### src/rtl/reg_dump_pkg.sv
// Shared types and sizes for the register-file UART dump transmitter.
// One byte frame is LOAD (1 cycle) + start + 8 data + stop bits.
package reg_dump_pkg;

  localparam int NUM_REGS = 32;
  localparam int ADDR_W   = 5;
  localparam int DATA_W   = 8;
  localparam int BIT_W    = 3;
  localparam int CNT_W    = 16;

  localparam logic [ADDR_W-1:0] LAST_ADDR = ADDR_W'(NUM_REGS - 1);
  localparam logic [ADDR_W-1:0] ADDR_ONE  = ADDR_W'(1);
  localparam logic [BIT_W-1:0]  LAST_BIT  = BIT_W'(DATA_W - 1);
  localparam logic [BIT_W-1:0]  BIT_ONE   = BIT_W'(1);

  typedef enum logic [2:0] {
    IDLE      = 3'd0,
    LOAD      = 3'd1,
    START_BIT = 3'd2,
    DATA      = 3'd3,
    STOP_BIT  = 3'd4
  } state_e;

endpackage

### src/rtl/reg_dump_tx_if.sv
// Control, register-file read and UART signals of the dump transmitter.
// master = the transmitter, slave = the environment (CPU side + register file).
interface reg_dump_tx_if;

  logic                              START;
  logic [reg_dump_pkg::ADDR_W-1:0]   ADRY_OUT;
  logic [reg_dump_pkg::DATA_W-1:0]   DY_IN;
  logic                              TX;
  logic                              BUSY;
  logic                              DONE;

  modport master (
    input  START,
    input  DY_IN,
    output ADRY_OUT,
    output TX,
    output BUSY,
    output DONE
  );

  modport slave (
    output START,
    output DY_IN,
    input  ADRY_OUT,
    input  TX,
    input  BUSY,
    input  DONE
  );

endinterface

### src/rtl/reg_dump_baud.sv
// Bit-period counter: o_tick marks the last cycle of each CLKS_PER_BIT window.
// Held at zero while i_clear is high so every bit window starts aligned.
module reg_dump_baud
  import reg_dump_pkg::*;
#(
  parameter int CLKS_PER_BIT = 868
) (
  input  logic i_clk,
  input  logic i_rst_n,
  input  logic i_clear,
  output logic o_tick
);

  localparam logic [CNT_W-1:0] CNT_LAST = CNT_W'(CLKS_PER_BIT - 1);
  localparam logic [CNT_W-1:0] CNT_ONE  = CNT_W'(1);

  logic [CNT_W-1:0] r_cnt;
  logic             w_at_last;

  assign w_at_last = (r_cnt == CNT_LAST);
  assign o_tick    = w_at_last && !i_clear;

  always_ff @(posedge i_clk) begin
    if (!i_rst_n) begin
      r_cnt <= '0;
    end else if (i_clear || w_at_last) begin
      r_cnt <= '0;
    end else begin
      r_cnt <= r_cnt + CNT_ONE;
    end
  end

endmodule

### src/rtl/reg_dump_tx.sv
// Streams registers 0..31 of the register file out as 8N1 UART bytes on START.
// Read-only consumer: drives only the ADRY read port and samples DY_OUT in LOAD.
module reg_dump_tx
  import reg_dump_pkg::*;
#(
  parameter int CLKS_PER_BIT = 868
) (
  input  logic          CLK,
  input  logic          RST_N,
  reg_dump_tx_if.master bus
);

  state_e            r_state, w_state_nxt;
  logic [ADDR_W-1:0] r_addr, w_addr_nxt;
  logic [DATA_W-1:0] r_shift, w_shift_nxt;
  logic [BIT_W-1:0]  r_bit_cnt, w_bit_cnt_nxt;
  logic              r_tx, w_tx_nxt;
  logic              r_busy, w_busy_nxt;
  logic              r_done, w_done_nxt;
  logic              w_baud_clear;
  logic              w_tick;

  // Bit timing restarts from zero at the first cycle of every start bit.
  assign w_baud_clear = (r_state == IDLE) || (r_state == LOAD);

  reg_dump_baud #(
    .CLKS_PER_BIT(CLKS_PER_BIT)
  ) u_baud (
    .i_clk   (CLK),
    .i_rst_n (RST_N),
    .i_clear (w_baud_clear),
    .o_tick  (w_tick)
  );

  always_ff @(posedge CLK) begin
    if (!RST_N) begin
      r_state   <= IDLE;
      r_addr    <= '0;
      r_shift   <= '0;
      r_bit_cnt <= '0;
      r_tx      <= 1'b1;
      r_busy    <= 1'b0;
      r_done    <= 1'b0;
    end else begin
      r_state   <= w_state_nxt;
      r_addr    <= w_addr_nxt;
      r_shift   <= w_shift_nxt;
      r_bit_cnt <= w_bit_cnt_nxt;
      r_tx      <= w_tx_nxt;
      r_busy    <= w_busy_nxt;
      r_done    <= w_done_nxt;
    end
  end

  always_comb begin
    w_state_nxt   = r_state;
    w_addr_nxt    = r_addr;
    w_shift_nxt   = r_shift;
    w_bit_cnt_nxt = r_bit_cnt;
    w_tx_nxt      = r_tx;
    w_busy_nxt    = r_busy;
    w_done_nxt    = 1'b0;
    case (r_state)
      IDLE: begin
        w_tx_nxt = 1'b1;
        if (bus.START) begin
          w_state_nxt = LOAD;
          w_addr_nxt  = '0;
          w_busy_nxt  = 1'b1;
        end else begin
          w_busy_nxt  = 1'b0;
        end
      end
      LOAD: begin
        w_shift_nxt   = bus.DY_IN;
        w_bit_cnt_nxt = '0;
        w_tx_nxt      = 1'b0;
        w_state_nxt   = START_BIT;
      end
      START_BIT: begin
        if (w_tick) begin
          w_tx_nxt    = r_shift[0];
          w_shift_nxt = {1'b0, r_shift[DATA_W-1:1]};
          w_state_nxt = DATA;
        end else begin
          w_tx_nxt    = 1'b0;
        end
      end
      DATA: begin
        // r_bit_cnt names the bit currently on the line; the shift register
        // already holds the next one in bit 0.
        if (w_tick && (r_bit_cnt == LAST_BIT)) begin
          w_tx_nxt    = 1'b1;
          w_state_nxt = STOP_BIT;
        end else if (w_tick) begin
          w_tx_nxt      = r_shift[0];
          w_shift_nxt   = {1'b0, r_shift[DATA_W-1:1]};
          w_bit_cnt_nxt = r_bit_cnt + BIT_ONE;
        end else begin
          w_state_nxt   = DATA;
        end
      end
      STOP_BIT: begin
        if (w_tick && (r_addr == LAST_ADDR)) begin
          w_state_nxt = IDLE;
          w_busy_nxt  = 1'b0;
          w_done_nxt  = 1'b1;
        end else if (w_tick) begin
          w_addr_nxt  = r_addr + ADDR_ONE;
          w_state_nxt = LOAD;
        end else begin
          w_tx_nxt    = 1'b1;
        end
      end
      default: begin
        w_state_nxt = IDLE;
        w_tx_nxt    = 1'b1;
        w_busy_nxt  = 1'b0;
      end
    endcase
  end

  assign bus.ADRY_OUT = r_addr;
  assign bus.TX       = r_tx;
  assign bus.BUSY     = r_busy;
  assign bus.DONE     = r_done;

endmodule
### src/flat_wrapper.sv
// flat-port wrapper written by rule: the top's interface ports become plain ports
module reg_dump_tx_flat import reg_dump_pkg::*;
#(
  parameter int CLKS_PER_BIT = 868
)
  (CLK, RST_N, bus_START, bus_DY_IN, bus_ADRY_OUT, bus_TX, bus_BUSY, bus_DONE);
  reg_dump_tx_if bus_i ();
  input  logic CLK;
  input  logic RST_N;
  input wire logic [$bits(bus_i.START)-1:0] bus_START;
  input wire logic [$bits(bus_i.DY_IN)-1:0] bus_DY_IN;
  output wire logic [$bits(bus_i.ADRY_OUT)-1:0] bus_ADRY_OUT;
  output wire logic [$bits(bus_i.TX)-1:0] bus_TX;
  output wire logic [$bits(bus_i.BUSY)-1:0] bus_BUSY;
  output wire logic [$bits(bus_i.DONE)-1:0] bus_DONE;
  assign bus_i.START = bus_START;
  assign bus_i.DY_IN = bus_DY_IN;
  assign bus_ADRY_OUT = bus_i.ADRY_OUT;
  assign bus_TX = bus_i.TX;
  assign bus_BUSY = bus_i.BUSY;
  assign bus_DONE = bus_i.DONE;
  reg_dump_tx #(.CLKS_PER_BIT(CLKS_PER_BIT)) u_core (.CLK(CLK), .RST_N(RST_N), .bus(bus_i));
endmodule
### config.mk
export PLATFORM = sky130hd
export DESIGN_NAME = reg_dump_tx_flat
export DESIGN_NICKNAME = d
export VERILOG_FILES = /design/src/rtl/reg_dump_pkg.sv /design/src/rtl/reg_dump_tx_if.sv /design/src/rtl/reg_dump_baud.sv /design/src/rtl/reg_dump_tx.sv /design/src/flat_wrapper.sv
export SDC_FILE = /design/constraint.sdc
export NUM_CORES = 1
export LEC_CHECK = 0
export CAP_MARGIN = 20
export CELL_PAD_IN_SITES_DETAIL_PLACEMENT = 1
export CELL_PAD_IN_SITES_GLOBAL_PLACEMENT = 1
export CORE_MARGIN = 3
export CORE_UTILIZATION = 44
export CTS_BUF_LIST = sky130_fd_sc_hd__clkbuf_16
export CTS_CLUSTER_DIAMETER = 150
export CTS_CLUSTER_SIZE = 24
export DETAILED_ROUTE_END_ITERATION = 8
export PLACE_DENSITY_LB_ADDON = 0.08
export SLEW_MARGIN = 20
export SYNTH_ARGS = -nofsm -noshare
export SYNTH_HDL_FRONTEND = slang
export SYNTH_SLANG_ARGS = --single-unit
### constraint.sdc
create_clock -name CLK -period 6.4 [get_ports CLK]
set_input_delay 0.64 -clock CLK [delete_from_list [all_inputs] [get_ports CLK]]
set_output_delay 0.64 -clock CLK [all_outputs]
set_load 0.02 [all_outputs]
## After elaboration in Yosys (flattened, before gate mapping)

Cells that the tools add are included.

| word-level totals | value |
|---|---|
| word-level logic and storage cells | 77 |
| output and inout bits | 8 |
| input bits | 11 |
| bits in registers | 38 |

| operators by class | value |
|---|---|
| equal/unequal tests | 18 |
| muxes and demuxes | 27 |
| $add $sub $neg | 3 |
| reduce and logical (&&, ||, !) cells | 19 |
| bitwise operators | 2 |

Operator list:

| cell | number |
|---|---|
| 3-bit two-way mux | 8 |
| 8-bit one-hot mux with 3 select lines | 1 |
| 16-bit by 1-bit adder with 16-bit output, second input constant | 1 |
| 16-bit by 10-bit equality test with 1-bit output, second input constant | 1 |
| 8-bit two-way mux | 2 |
| 5-bit two-way mux | 3 |
| 3-bit one-hot mux with 5 select lines | 1 |
| 5-bit one-hot mux with 2 select lines | 1 |
| 1-bit two-way mux | 8 |
| 2-bit by 1-bit inequality test with 1-bit output, second input constant | 4 |
| 2-bit inequality test, second input constant | 4 |
| 4-bit AND reduction | 2 |
| 3-bit by 2-bit equality test with 1-bit output, second input constant | 2 |
| 3-bit equality test, second input constant | 2 |
| 3-bit by 1-bit inequality test with 1-bit output, second input constant | 2 |
| 3-bit one-hot mux with 2 select lines | 1 |
| 2-bit AND reduction | 3 |
| 3-bit AND reduction | 2 |
| 5-bit by 1-bit adder with 5-bit output, second input constant | 1 |
| 5-bit equality test, second input constant | 1 |
| 1-bit one-hot mux with 4 select lines | 1 |
| 2-bit nonzero test | 2 |
| 3-bit by 1-bit adder with 3-bit output, second input constant | 1 |
| 3-bit by 1-bit equality test with 1-bit output, second input constant | 1 |
| 10 further kinds | 14 |

## Depth between registers and ports, before layout

Gate-level depths: netlist of run 1.

| depth | value |
|---|---|
| depth after elaboration | 7 |
| depth in mapped cells | 8 |
| mapped depth without buffers | 7 |

## Hierarchy

From an unflattened synthesis of run 1, not the netlist that was laid out.

| second synthesis, totals | value |
|---|---|
| cell total of the unflattened synthesis | 210 |
| area, all modules | 1930.6 µm² |

Modules (own cells, without submodules):

| module | cells an instance | instances | sequential area each (µm²) | area an instance (µm²) |
|---|---|---|---|---|
| reg_dump_tx | 125 | 1 | 440.4 | 1168.6 |
| reg_dump_baud | 85 | 1 | 320.3 | 762.0 |

## Least setup slack after synthesis of run 1

No wires, ideal clock.

| timing path | value |
|---|---|
| path type | reg-to-reg |
| start | register u_core.u_baud.r_cnt[2] |
| end | register u_core.u_baud.r_cnt[11] |
| setup time | 115 ps |
| cell stages (with the launch flop) | 8 |
| path buffers | 3 |
| data required time | 6285 ps |
| slack | 4389 ps |
| arrival | 1897 ps |
| clock period less this slack | 2011 ps |
| cells stage by stage | dfxtp_1 buf_6 or4_1 or4_1 buf_4 o211ai_2 buf_6 nor2_1 |

| between the ends | value |
|---|---|
| longest elaborated chain between the ends | 3 |
| elaborated cells on any way between the ends | 4 |
| those cells by class | add/sub: 1; eq/ne: 1; reduce/logical: 2 |

Ends and longest elaborated chain:

| item | line | source |
|---|---|---|
| from (decl) | reg_dump_baud.sv:17 | `logic [CNT_W-1:0] r_cnt;` |
| from (signal assigned) | reg_dump_baud.sv:29 | `r_cnt <= r_cnt + CNT_ONE;` |
| branches (longest 3 deep; another with 16-bit by 1-bit adder with 16-bit output) | -- |  |

Several ways; the timed one is not identified.
A chain may end at the register's enable or synchronous reset.

==> flow_summary_export.csv, run 1 <==
group,metric,value,unit
run_status,status,"finished, final reports clean",
global_routing,antenna_found_initial,0,
power_and_ir_drop,seqPwrFrac,47.9,%
global_routing,grt_max_degree,29,
setup_path,crit_fanout,28,
power_and_ir_drop,vdd_drop_max,0.1173,mV
setup_path,worstPathCellList,"clkdlybuf4s50_1, inv_1, nor2_1, nand2_1, mux2i_1",
routing,routed_via_density,5.777,
placement,dp_hpwl,3340,µm
power_and_ir_drop,comb_power_share,9.7,%
clock_network,clk_latency,270,ps
yosys,synth_area,0.002056,mm²
setup_path,start_kind,"input port",
floorplan,rows,24,
clock_network,cts_tree,"done",
clock_network,root_buffer,"clkbuf_16",
yosys,ys_seq_area_share,37.01,%
yosys,synth_cells,246,
floorplan,core,0.004444,mm²
run,maxCapViolations,0,
sta,drv_slew,0,
floorplan,die_area,0.005528,mm²
clock_network,hold_buffers,0,
sta,setup_tns,0,ps
worst_hold_path,worstHoldStart,"u_core.r_shift[1]",
yosys,synth_async_sr_flop_share,0,%
yosys,synth-edff-count,0,
sta,report.final.hold_viol_count,0,
yosys,ys_warn_count,0,
setup_path,r2r-start,"u_core.u_baud.r_cnt[3]",
clock_network,postCtsSetupRepairBufs,0,
global_routing,grt_usage,18.11,%
layout,insertedDiodeCount,0,
sta,maxClockFrequency,423.2,MHz
sta,tightest_slew,966.5,ps
power_and_ir_drop,p_sw,0.1251,mW
routing,drt-total-wl,4745,µm
sta,setup_violations,0,
setup_path,critPathKind,"in -> reg",
power_and_ir_drop,clock_power_share,42.4,%
sta,period_share,36.92,%
power_and_ir_drop,p_sw_share,23.35,%
clock_network,clkTransAtPathRegs,60,ps
setup_path,startpoint,"RST_N",
sta,period_needed,2363,ps
yosys,netlist.area_leader.share,37.01,%
yosys,synth_top_flop_cell,"dfxtp_1",
clock_network,cts_sinks,38,
yosys,synth.distinct_cells,51,
floorplan,dieWidth,74.35,µm
yosys,yosys-top-cells-area,"dfxtp_1 37%, mux2i_1 4.9%, nand2_1 4.6%",
sta,rsz0062_at_grt,"false",
routing,ant_nets,0,
yosys,synth_area_leader_cell,"dfxtp_1",
floorplan,ioPinCount,19,
power_and_ir_drop,leakage,0.7754,nW
setup_path,cp.arrival,2570,ps
global_routing,grt_overflow,0,
floorplan,die-height,74.35,µm
sta,skew,5.238,ps
floorplan,initial_utilization,46.26,%
worst_hold_path,hold_path_class,"reg -> reg",
yosys,syn-num-nets,262,
routing,wl_per_cell,15.56,µm
power_and_ir_drop,finalPower,0.5358,mW
routing,firstDrtPassIters,4,
layout,drive_gt1_share,3.953,%
setup_path,critical_path_required,6600,ps
clock_network,post_cts_resized,0,
yosys,avgSynthCellArea,8.357,µm²
global_routing,first_global_vias,1770,
routing,drc,0,
layout,area_growth,14.18,%
setup_path,critPathCaptureType,"flip-flop",
setup_path,crit_slowest_cell,"clkdlybuf4s50_1",
yosys,ys_ff_latch,38,
sta,relSlewSlack,35.36,%
clock_network,cts_made_buffers,5,
power_and_ir_drop,pwr_density_cell,228.2,mW/mm²
clock_network,htree_levels,2,
layout,fin_nets,268,
routing,num_vias,1762,
placement,port_buffers,18,
setup_path,slowest_delay,1110,ps
global_routing,grt_first_pass_wirelength,7955,µm
power_and_ir_drop,p_int,0.4106,mW
placement,globalplace.congestion,0.7651,
routing,drtIter0Drc,49,
clock_network,clk_path_buf_depth,2,
[worst max-delay path: cells and delay by family]
| family | cells | cell delay, ps |
|---|---|---|
| buf+inv | 2 | 1470 |
| simple gates | 2 | 340 |
| mux | 1 | 120 |
[layer usage]
layer	vias to the layer above	share of wire, %	GRT usage (%)
met4	0	0.40	3.360
met2	21	48	32.58
met1	837	49	22.34
met5	-	0	0
li1	902	-	-
met3	2	2.6	4.054
[cell type report]
cell class	instances	area, µm²
fillers	533	2097
multi-input cells	183	1181
flip-flops and latches	38	760.7
repair buffers	18	180.2
clock buffers	5	125.1
well taps	52	65.06
inverters	6	22.52
clock inverters	3	12.51
[per-stage QoR]
step / setup slack (ps) / instance area, µm² / utilization [%] / hold WS [ps] / instances
after CTS: 4018 / 2347 / 52.82 / 464.2 / 305
after detailed placement: 3730 / 2210 / 49.72 / 456.5 / 297
after global routing: 3838 / 2347 / 52.82 / 484.4 / 305
after floorplan: 4389 / 2056 / - / 434.8 / 246
final: 4037 / 2347 / 52.82 / 456.0 / 305
after global placement: 3772 / 2210 / 49.72 / 445.3 / 297
[registers in the layout (all words and copies together), names as in the netlist]
signal	count
u_core.bus.BUSY	1
u_core.r_shift	8
u_core.r_bit_cnt	3
u_core.r_state	3
u_core.bus.TX	1
u_core.bus.ADRY_OUT	5
u_core.u_baud.r_cnt	16
u_core.bus.DONE	1
[final timing paths]
| check | cells past startpoint | end | slack, ps |
|---|---|---|---|
| setup / recovery | 5 | u_core.bus.ADRY_OUT[1] | 4040 |
| hold / removal | 2 | u_core.r_shift[1] | 460 |
| setup reg to reg | 4 | u_core.u_baud.r_cnt[9] | 4090 |
| hold reg to reg | 2 | u_core.r_shift[1] | 460 |
[layout by cell type (no fill, tap or decap), types with 2 or more instances in the layout]
cell              n
dfxtp_1          38
nand2_1          25
nor2_1           22
clkdlybuf4s50_1  18
o211ai_1         12
mux2i_1          10
nand2b_1          9
o21ai_0           9
nand3_1           8
xnor2_1           8
nor3_1            8
inv_1             7
nand4_1           6
a21oi_1           6
or3_1             5
ha_1              5
clkbuf_16         5
and3_1            4
or4_1             4
a31oi_1           4
nand4b_1          3
xor2_1            3
o41ai_1           2
nor4b_1           2
nor4_1            2
o2111ai_1         2
o221ai_1          2
and2_1            2
[logic make-up after synthesis]
kind of cell / after synthesis / share of synthesized area, %
flip-flops: 38 / 37.01
multiplexers: 11 / 5.599
adder cells (fa/ha/maj): 5 / 3.043
buffers and inverters: 25 / 5.539
XOR/XNOR: 11 / 4.687
AO/OA/AOI/OAI: 46 / 15.52
AND/OR/NAND/NOR: 110 / 28.61
[cell usage after synthesis (all sizes together) (2+ instances only)]
| library cell | instances |
|---|---|
| nor4 | 2 |
| o211ai | 13 |
| xnor2 | 8 |
| o2111ai | 2 |
| nor2 | 22 |
| buf | 6 |
| or2 | 2 |
| dfxtp | 38 |
| ha | 5 |
| nand4b | 3 |
| mux2i | 10 |
| a21oi | 6 |
| a21boi | 2 |
| inv | 6 |
| or4 | 4 |
| clkbuf | 13 |
| nand2 | 25 |
| or3b | 2 |
| and3 | 4 |
| nand4 | 6 |
| xor2 | 3 |
| nor3 | 8 |
| nand2b | 9 |
| nand3 | 8 |
| o21ai | 9 |
| a31oi | 4 |
| nor4b | 2 |
| o221ai | 2 |
| o41ai | 2 |
| or3 | 5 |
| and2 | 2 |
[power groups by stage]
| stage | registers, mW | clock network (mW) | logic, mW |
|---|---|---|---|
| 5_1_grt | 0.258 | 0.243 | 0.0585 |
| 3_5_place_dp | 0.262 | 0 | 0.0523 |
| 2_1_floorplan | 0.257 | 0 | 0.0397 |
| 6_report | 0.257 | 0.227 | 0.0521 |
| 3_3_place_gp | 0.262 | 0 | 0.0515 |
| 4_1_cts | 0.257 | 0.235 | 0.0530 |
No activity file was read; power rests on OpenSTA's default activity.
==> inputs of run 2 (changes only) <==
Settings changed: CORE_UTILIZATION 44 to 43.
Clock period 6.4 ns to 2.3 ns, I/O delays scaled along.
==> run 2 against run 1 <==
Against the previous run:
- cell area up 6.0%
- cell count increased by 4.9%
- utilization up 2.8 points
- critical path depth decreased by 1
- count of clock-buffer cells in the layout unchanged
- worst hold slack better by 2.4 ps
- combinational power increased to 3.3 times the previous value
- sequential cell count stayed put
- total power grew to 3.1 times the previous value
- worst setup slack worse by 3900 ps
- critical endpoint is now u_core.bus.TX
- largest cell class unchanged
==> flow_summary_export.csv, run 2 (synthesized netlist as in run 1, its figures left out) <==
group,metric,value,unit
run_status,status,"finished, final reports clean",
setup_path,crit_fanout,10,
routing,num_vias,1855,
floorplan,rows,24,
sta,period_share,93.64,%
power_and_ir_drop,leakage,0.8618,nW
clock_network,root_buffer,"clkbuf_16",
clock_network,postCtsSetupRepairBufs,0,
placement,dp_slack,152.3,ps
sta,maxClockFrequency,464.3,MHz
layout,largest_reg_flops,16,
setup_path,cpMostUsedCell,"or4_1",
setup_path,start_kind,"flip-flop",
placement,globalplace.congestion,0.8147,
clock_network,cts_sinks,38,
placement,dp_hpwl,3660,µm
setup_path,critPathKind,"reg -> reg",
setup_path,startpoint,"u_core.u_baud.r_cnt[4]",
floorplan,core,0.004474,mm²
clock_network,clk_path_buf_depth,2,
routing,wl_per_cell,15.76,µm
routing,routed_via_density,5.797,
clock_network,hold_buffers,0,
layout,area_growth,21.00,%
routing,firstDrtPassIters,4,
layout,layout_common_cells,"38 x dfxtp_1, 25 x nand2_1, 22 x nor2_1, 18 x clkdlybuf4s50_1, 15 x buf_4",
routing,ant_nets,0,
floorplan,initial_utilization,45.95,%
floorplan,die_area,0.005646,mm²
layout,drive_gt1_share,10.07,%
setup_path,crit_slowest_cell,"or4_1",
setup_path,path_depth,4,
setup_path,r2r_slack,150,ps
setup_path,critPathCaptureType,"flip-flop",
global_routing,grt_first_pass_wirelength,8466,µm
routing,drtIter0Drc,60,
setup_path,worstPathCellList,"or4_1, or4_1, a22o_1, a32oi_1",
routing,drt-total-wl,5043,µm
worst_hold_path,hold_path_class,"reg -> reg",
layout,top_register,"u_core.u_baud.r_cnt",
clock_network,clkTransAtPathRegs,60,ps
placement,port_buffers,18,
sta,setup_tns,0,ps
floorplan,ioPinCount,19,
sta,rsz0062_at_grt,"false",
sta,skew,3.499,ps
power_and_ir_drop,vdd_drop_max,0.3519,mV
global_routing,grt_max_degree,17,
setup_path,cp.arrival,2360,ps
global_routing,grt_overflow,0,
setup_path,r2r-start,"u_core.u_baud.r_cnt[4]",
routing,drc,0,
sta,relSlewSlack,67.58,%
setup_path,critical_path_required,2510,ps
sta,report.final.hold_viol_count,0,
setup_path,crit_family,"simple AND/OR/NAND/NOR gates",
clock_network,cts_tree,"done",
layout,final_common_cell,"dfxtp_1",
clock_network,htree_levels,2,
sta,drv_slew,0,
layout,insertedDiodeCount,0,
global_routing,antenna_found_initial,0,
global_routing,grt_usage,19.33,%
run,maxCapViolations,0,
power_and_ir_drop,pwr_density_cell,665.3,mW/mm²
sta,period_needed,2154,ps
sta,final.setup.worst_slack,146.2,ps
setup_path,reg2reg_depth,4,
setup_path,slowest_delay,740,ps
layout,fin_nets,283,
clock_network,clk_latency,280,ps
clock_network,cts_made_buffers,5,
sta,setup_violations,0,
setup_path,cp_num_buf_inv,0,
clock_network,post_cts_resized,0,
setup_path,regToRegEndpoint,"u_core.bus.TX",
floorplan,dieWidth,75.14,µm
sta,tightest_slew,486.4,ps
global_routing,first_global_vias,1789,
setup_path,critPathCapture,"u_core.bus.TX",
floorplan,die-height,75.14,µm
==> run 2: routing by layer <==
layer	routed length (µm)	GRT usage, %	vias up
met4	57	5.243	0
met3	198	4.539	8
li1	-	-	934
met5	0	0	-
met2	2363	31.53	32
met1	2424	25.69	881
==> run 2: cell type report <==
type / instances / area (µm²)
Sequential cell: 38 / 760.7
Multi-Input combinational cell: 183 / 1181
Timing Repair Buffer: 33 / 292.8
Clock inverter: 3 / 40.04
Tap cell: 52 / 65.06
Fill cell: 532 / 1987
Clock buffer: 5 / 125.1
Inverter: 6 / 22.52
==> run 2: metrics by stage <==
step / total power [mW] / cells / instance area, µm² / hold slack (ps) / utilization (%)
after detailed placement: 0.8920 / 312 / 2322 / 457.0 / 51.90
after global routing: 1.728 / 320 / 2487 / 489.7 / 55.59
after floorplan: 0.8258 / 246 / 2056 / 417.3 / -
after global placement: 0.8887 / 312 / 2322 / 443.0 / 51.90
after CTS: 1.673 / 320 / 2487 / 464.3 / 55.59
final: 1.655 / 320 / 2487 / 458.4 / 55.59
==> run 2: worst min-delay path by stage <==
stage / startpoint / endpoint / slack, ps / cells past startpoint
after CTS: u_core.r_shift[3] / u_core.r_shift[3] / 460 / 2
after detailed placement: u_core.r_shift[6] / u_core.r_shift[6] / 460 / 2
after global placement: u_core.r_shift[6] / u_core.r_shift[6] / 440 / 2
after global routing: u_core.r_shift[4] / u_core.r_shift[4] / 490 / 2
after floorplan: bus_DY_IN[7] / u_core.r_shift[7] / 420 / 2
final: u_core.r_shift[3] / u_core.r_shift[3] / 460 / 2
==> run 2: tightest hold or removal path, cell delays in order (launching register included) <==
cell and delay [ps]:
dfxtp_1 310, nand2_1 50, mux2i_1 50
==> run 2: power by group <==
part           internal [mW]  switching [mW]
Sequential             0.684          0.0222
Clock                  0.507           0.270
Combinational         0.0816          0.0899
Total                   1.27           0.382
